`src/rtl/div_seq_row_ctrl.sv`:
```
// Sequential 16/8 restoring divider: one 8-cell subtractor row reused for 8 cycles,
// bit-accurate against the triangular-approximate array family.
module div_seq_row_ctrl #(
  parameter int unsigned APPROX_DEPTH = 4
) (
  input  logic       clk,
  input  logic       rst_n,
  input  logic       in_valid,
  output logic       in_ready,
  input  logic [15:0] n,
  input  logic [7:0] d,
  input  logic       approx_en,
  output logic       out_valid,
  input  logic       out_ready,
  output logic [7:0] q,
  output logic [7:0] r,
  output logic       ovf,
  output logic       dbz,
  output logic       busy
);

  localparam int unsigned NW = 16;
  localparam int unsigned DW = 8;
  localparam int unsigned CW = 3;

  typedef enum logic [1:0] {
    ST_IDLE = 2'd0,
    ST_RUN  = 2'd1,
    ST_DONE = 2'd2
  } state_e;

  state_e        state_q, state_d;
  logic [NW-1:0] num_q, num_d;
  logic [DW-1:0] den_q, den_d;
  logic          apx_q, apx_d;
  logic [DW-1:0] p_q, p_d;
  logic [DW-1:0] quo_q, quo_d;
  logic [CW-1:0] cnt_q, cnt_d;
  logic          ovf_q, ovf_d;
  logic          dbz_q, dbz_d;
  logic          in_ready_q, in_ready_d;
  logic          out_valid_q, out_valid_d;
  logic          busy_q, busy_d;

  logic [DW-1:0] row_x;
  logic          row_top;
  logic [DW-1:0] row_diff;
  logic          row_bor;
  logic          row_qi;

  // One divider row: ripple-borrow subtract of d from the shifted partial remainder
  always_comb begin
    row_x    = '0;
    row_top  = 1'b0;
    row_diff = '0;
    row_bor  = 1'b0;
    if (cnt_q == CW'(7)) begin
      row_x   = num_q[14:7];
      row_top = num_q[15];
    end else begin
      row_x   = {p_q[6:0], num_q[4'(cnt_q)]};
      row_top = p_q[7];
    end
    for (int unsigned j = 0; j < DW; j++) begin
      if (apx_q && ((32'(cnt_q) + j) < APPROX_DEPTH)) begin
        row_diff[3'(j)] = (~row_x[3'(j)] & den_q[3'(j)] & ~row_bor)
                        | (row_x[3'(j)] & ~den_q[3'(j)]);
        row_bor         = (~row_x[3'(j)] & ~den_q[3'(j)] & row_bor)
                        | (~row_x[3'(j)] & den_q[3'(j)])
                        | (row_x[3'(j)] & den_q[3'(j)] & row_bor);
      end else begin
        row_diff[3'(j)] = row_x[3'(j)] ^ den_q[3'(j)] ^ row_bor;
        row_bor         = (~row_x[3'(j)] & den_q[3'(j)])
                        | (~(row_x[3'(j)] ^ den_q[3'(j)]) & row_bor);
      end
    end
    row_qi = row_top | ~row_bor;
  end

  // Next-state and datapath update
  always_comb begin
    state_d = state_q;
    num_d   = num_q;
    den_d   = den_q;
    apx_d   = apx_q;
    p_d     = p_q;
    quo_d   = quo_q;
    cnt_d   = cnt_q;
    ovf_d   = ovf_q;
    dbz_d   = dbz_q;
    case (state_q)
      ST_IDLE: begin
        if (in_valid) begin
          num_d   = n;
          den_d   = d;
          apx_d   = approx_en;
          ovf_d   = (n[15:8] >= d);
          dbz_d   = (d == '0);
          quo_d   = '0;
          cnt_d   = CW'(7);
          state_d = ST_RUN;
        end
      end
      ST_RUN: begin
        p_d        = row_qi ? row_diff : row_x;
        quo_d[cnt_q] = row_qi;
        if (cnt_q == '0) begin
          state_d = ST_DONE;
        end else begin
          cnt_d = cnt_q - CW'(1);
        end
      end
      ST_DONE: begin
        if (out_ready) begin
          state_d = ST_IDLE;
        end
      end
      default: state_d = ST_IDLE;
    endcase
    in_ready_d  = (state_d == ST_IDLE);
    out_valid_d = (state_d == ST_DONE);
    busy_d      = (state_d != ST_IDLE);
  end

  always_ff @(posedge clk or negedge rst_n) begin
    if (!rst_n) begin
      state_q     <= ST_IDLE;
      num_q       <= '0;
      den_q       <= '0;
      apx_q       <= 1'b0;
      p_q         <= '0;
      quo_q       <= '0;
      cnt_q       <= '0;
      ovf_q       <= 1'b0;
      dbz_q       <= 1'b0;
      in_ready_q  <= 1'b1;
      out_valid_q <= 1'b0;
      busy_q      <= 1'b0;
    end else begin
      state_q     <= state_d;
      num_q       <= num_d;
      den_q       <= den_d;
      apx_q       <= apx_d;
      p_q         <= p_d;
      quo_q       <= quo_d;
      cnt_q       <= cnt_d;
      ovf_q       <= ovf_d;
      dbz_q       <= dbz_d;
      in_ready_q  <= in_ready_d;
      out_valid_q <= out_valid_d;
      busy_q      <= busy_d;
    end
  end

  assign in_ready  = in_ready_q;
  assign out_valid = out_valid_q;
  assign busy      = busy_q;
  assign q         = quo_q;
  assign r         = p_q;
  assign ovf       = ovf_q;
  assign dbz       = dbz_q;

endmodule

```
`config.mk`:
```
export PLATFORM = sky130hd
export DESIGN_NAME = div_seq_row_ctrl
export DESIGN_NICKNAME = d
export VERILOG_FILES = /design/src/rtl/div_seq_row_ctrl.sv
export SDC_FILE = /design/constraint.sdc
export NUM_CORES = 1
export LEC_CHECK = 0
export ABC_AREA = 1
export CAP_MARGIN = 20
export CORE_MARGIN = 2
export CORE_UTILIZATION = 37
export DETAILED_ROUTE_END_ITERATION = 12
export MAX_ROUTING_LAYER = met4
export SLEW_MARGIN = 20
export SYNTH_ARGS = -nofsm -noshare
export SYNTH_HDL_FRONTEND = slang
export SYNTH_SLANG_ARGS = --single-unit
```
`constraint.sdc`:
```
create_clock -name clk -period 11.34 [get_ports clk]
set_input_delay 1.701 -clock clk [delete_from_list [all_inputs] [get_ports clk]]
set_output_delay 1.701 -clock clk [all_outputs]
set_load 0.02 [all_outputs]
```
==> metrics.cfg <==
[floorplan]
io_pins=50
fp.coreArea_um2=8220
dieArea_um2=9190
die_h_um=95.9
start_util_pct=38.0
rows=33
die_w_um=95.9

[synthesis]
synth_compound_area_share_pct=12.5
postSynthNetCount=441
synthTopCellsByCount=nand2_1, dfrtp_1, inv_1
muxShareOfSynthArea_pct=0.321
synth_most_common_cell=nand2_1
yosysWarnings=0
synth-async-reset-ratio_pct=100
synth.area.top_cells=dfrtp_1, nand2_1, ha_1, inv_1, o21ai_0
synth_top_cell_by_area=dfrtp_1
synth_ff_type=dfrtp_1
synthSimpleGateAreaFrac_pct=22.8
synth_edf_count=0
synth-xor-area-share_pct=0.280
syn_area_um2=3120
ys_seq_area_share_pct=40.9
synth_top_family_by_area=simple AND/OR/NAND/NOR gates
synth.avg_cell_area_um2=8.22
synth.distinct_cells=38
synth_top_area_share_pct=40.1
synth-seq-cells=51
synth_fa_ha_area_share_pct=14.3
synth_cells=380

[route]
avgViaCountPerCell=4.88
vias=2587
postRouteAntennaNets=0
wire_per_inst_um=13.6
drtIter0Drc=185
wl_mm=7.19
drcViolationCount=0
firstDrtPassIters=4

[critical_path]
crit_arrival_ns=6.15
start_kind=flip-flop
critPathTopFamily=adder cells
cp-end-kind=flip-flop
critPathKind=reg2reg
cp.required_ns=11.52
r2r_setup_slack_ns=5.37
cpPeakStageDelay_ns=0.59
crit_path_top_delay_cell=dfrtp_1
cp_common_cell=inv_1
worst-path-buf-inv=7
critPathMaxFanout=14

[clock_network]
post_cts_resized=0
cts_setup_buffers=0
root_buffer=clkbuf_8
worstSkewPairLatency_ns=0.32
ctsHtreeMaxLevel=2
cts_buffers=5
cts_hold_buf=0
clock_path_buffers=2
cts_sinks=51
path_clk_slew_ns=0.10
cts_tree=yes

[layout]
fin_nets=485
drive_gt1_share_pct=8.94
diodes=0
synthToLayoutAreaGrowth_pct=20.9
n_fill_cell=799
finalInstanceArea_um2=3780

[sta]
drv_slew=0
fmax_mhz=167
whs_ns=0.497
worst_pin_slew_ns=0.688
skew_ns=0.0144
rsz0062_at_grt=false
setup_viol=0
period_share_pct=52.7
hold_viol=0
setup_tns_ns=0
max_slew_margin_pct=54.1
timing.final.crit_period_ns=5.97

[global_route]
grt_pass1_vias=2413
grt_pass1_wl_mm=11.9
track_usage_pct=17.5
overflow=0
grt_max_degree=52
antenna_found_initial=0

[placed_design]
placed_area_um2=3670
place_congestion=0.905
numPortBuffers=49
place_hpwl_mm=5.50

[outcome]
outcome=complete, no violations

[power]
pwr_density_cell_nw_per_um2=312
leakagePower_uw=0.00187
total_power_uw=1180
vdd_drop_max_uv=100

[flow_run]
cap_viol_max_count=0

[hold_path]
hold_class=reg2reg

==> final cells by class <==
cell class,instances,area (µm²),area share [%]
repair buffers,51,500,13.3
clock inverters,2,37.5,0.994
clock buffers,6,72.6,1.92
inverters,51,191,5.07
multi-input cells,264,1570,41.5
well taps,105,131,3.48
flip-flops and latches,51,1280,33.8
==> logic make-up after synthesis <==
group / count (synthesis)
adder cells (fa/ha/maj): 32
AO/OA/AOI/OAI: 69
AND/OR/NAND/NOR: 161
multiplexers: 1
buffers and inverters: 65
XOR/XNOR: 1
flip-flops: 51
==> layout by cell type (no fill, tap or decap), types with 5 or more instances in the layout <==
cell / synthesis / layout
nand3_1: 10 / 10
clkdlybuf4s50_1: 0 / 48
ha_1: 26 / 26
nor2_1: 16 / 16
clkbuf_8: 0 / 5
fa_1: 6 / 6
nand2_1: 105 / 105
o21ai_0: 31 / 31
a21oi_1: 21 / 21
dfrtp_1: 50 / 50
nand2_2: 6 / 6
inv_1: 47 / 47
nand4_1: 5 / 5
or2_2: 6 / 6
==> layer usage <==
metal / GRT usage [%] / wire length (µm) / vias to the layer above
li1: - / - / 1304
met1: 25.1 / 3600 / 1216
met3: 2.58 / 265 / 9
met2: 25.3 / 3200 / 58
met4: 5.95 / 124 / 0
met5: - / 0 / -
==> flip-flops by register name, summed over array words and instances, names as in the netlist, 2 cells and up <==
| register | cells |
|---|---|
| num_q | 16 |
| den_q | 8 |
| q | 8 |
| r | 8 |
| cnt_q | 3 |
| state_q | 2 |
==> power by group <==
group / internal, µW / switching, µW
Sequential: 271 / 72.8
Clock: 65.9 / 64.4
Combinational: 274 / 429
Total: 611 / 566
==> tightest hold or removal path, stage by stage, from the launching register on <==
cell and delay [ns]:
dfrtp_1 0.36, nand2_1 0.05, nand2_1 0.05
==> through the flow <==
step	std cells	util [%]	setup slack, ns
final	530	46.0	5.37
after global routing	530	46.0	4.88
after CTS	530	46.0	5.39
after detailed placement	522	44.6	5.43
after global placement	522	44.6	5.61
after floorplan	380	-	6.61
==> worst paths after layout <==
check,start,to,depth (start not counted)
hold / removal,num_q[3],num_q[3],2
min in group asynchronous,rst_n,den_q[1],2
max in group asynchronous,rst_n,den_q[0],2
setup reg to reg,cnt_q[0],q[0],29
setup / recovery,cnt_q[0],q[0],29
hold reg to reg,num_q[3],num_q[3],2
Note: power is estimated with default switching activity, not from simulation.
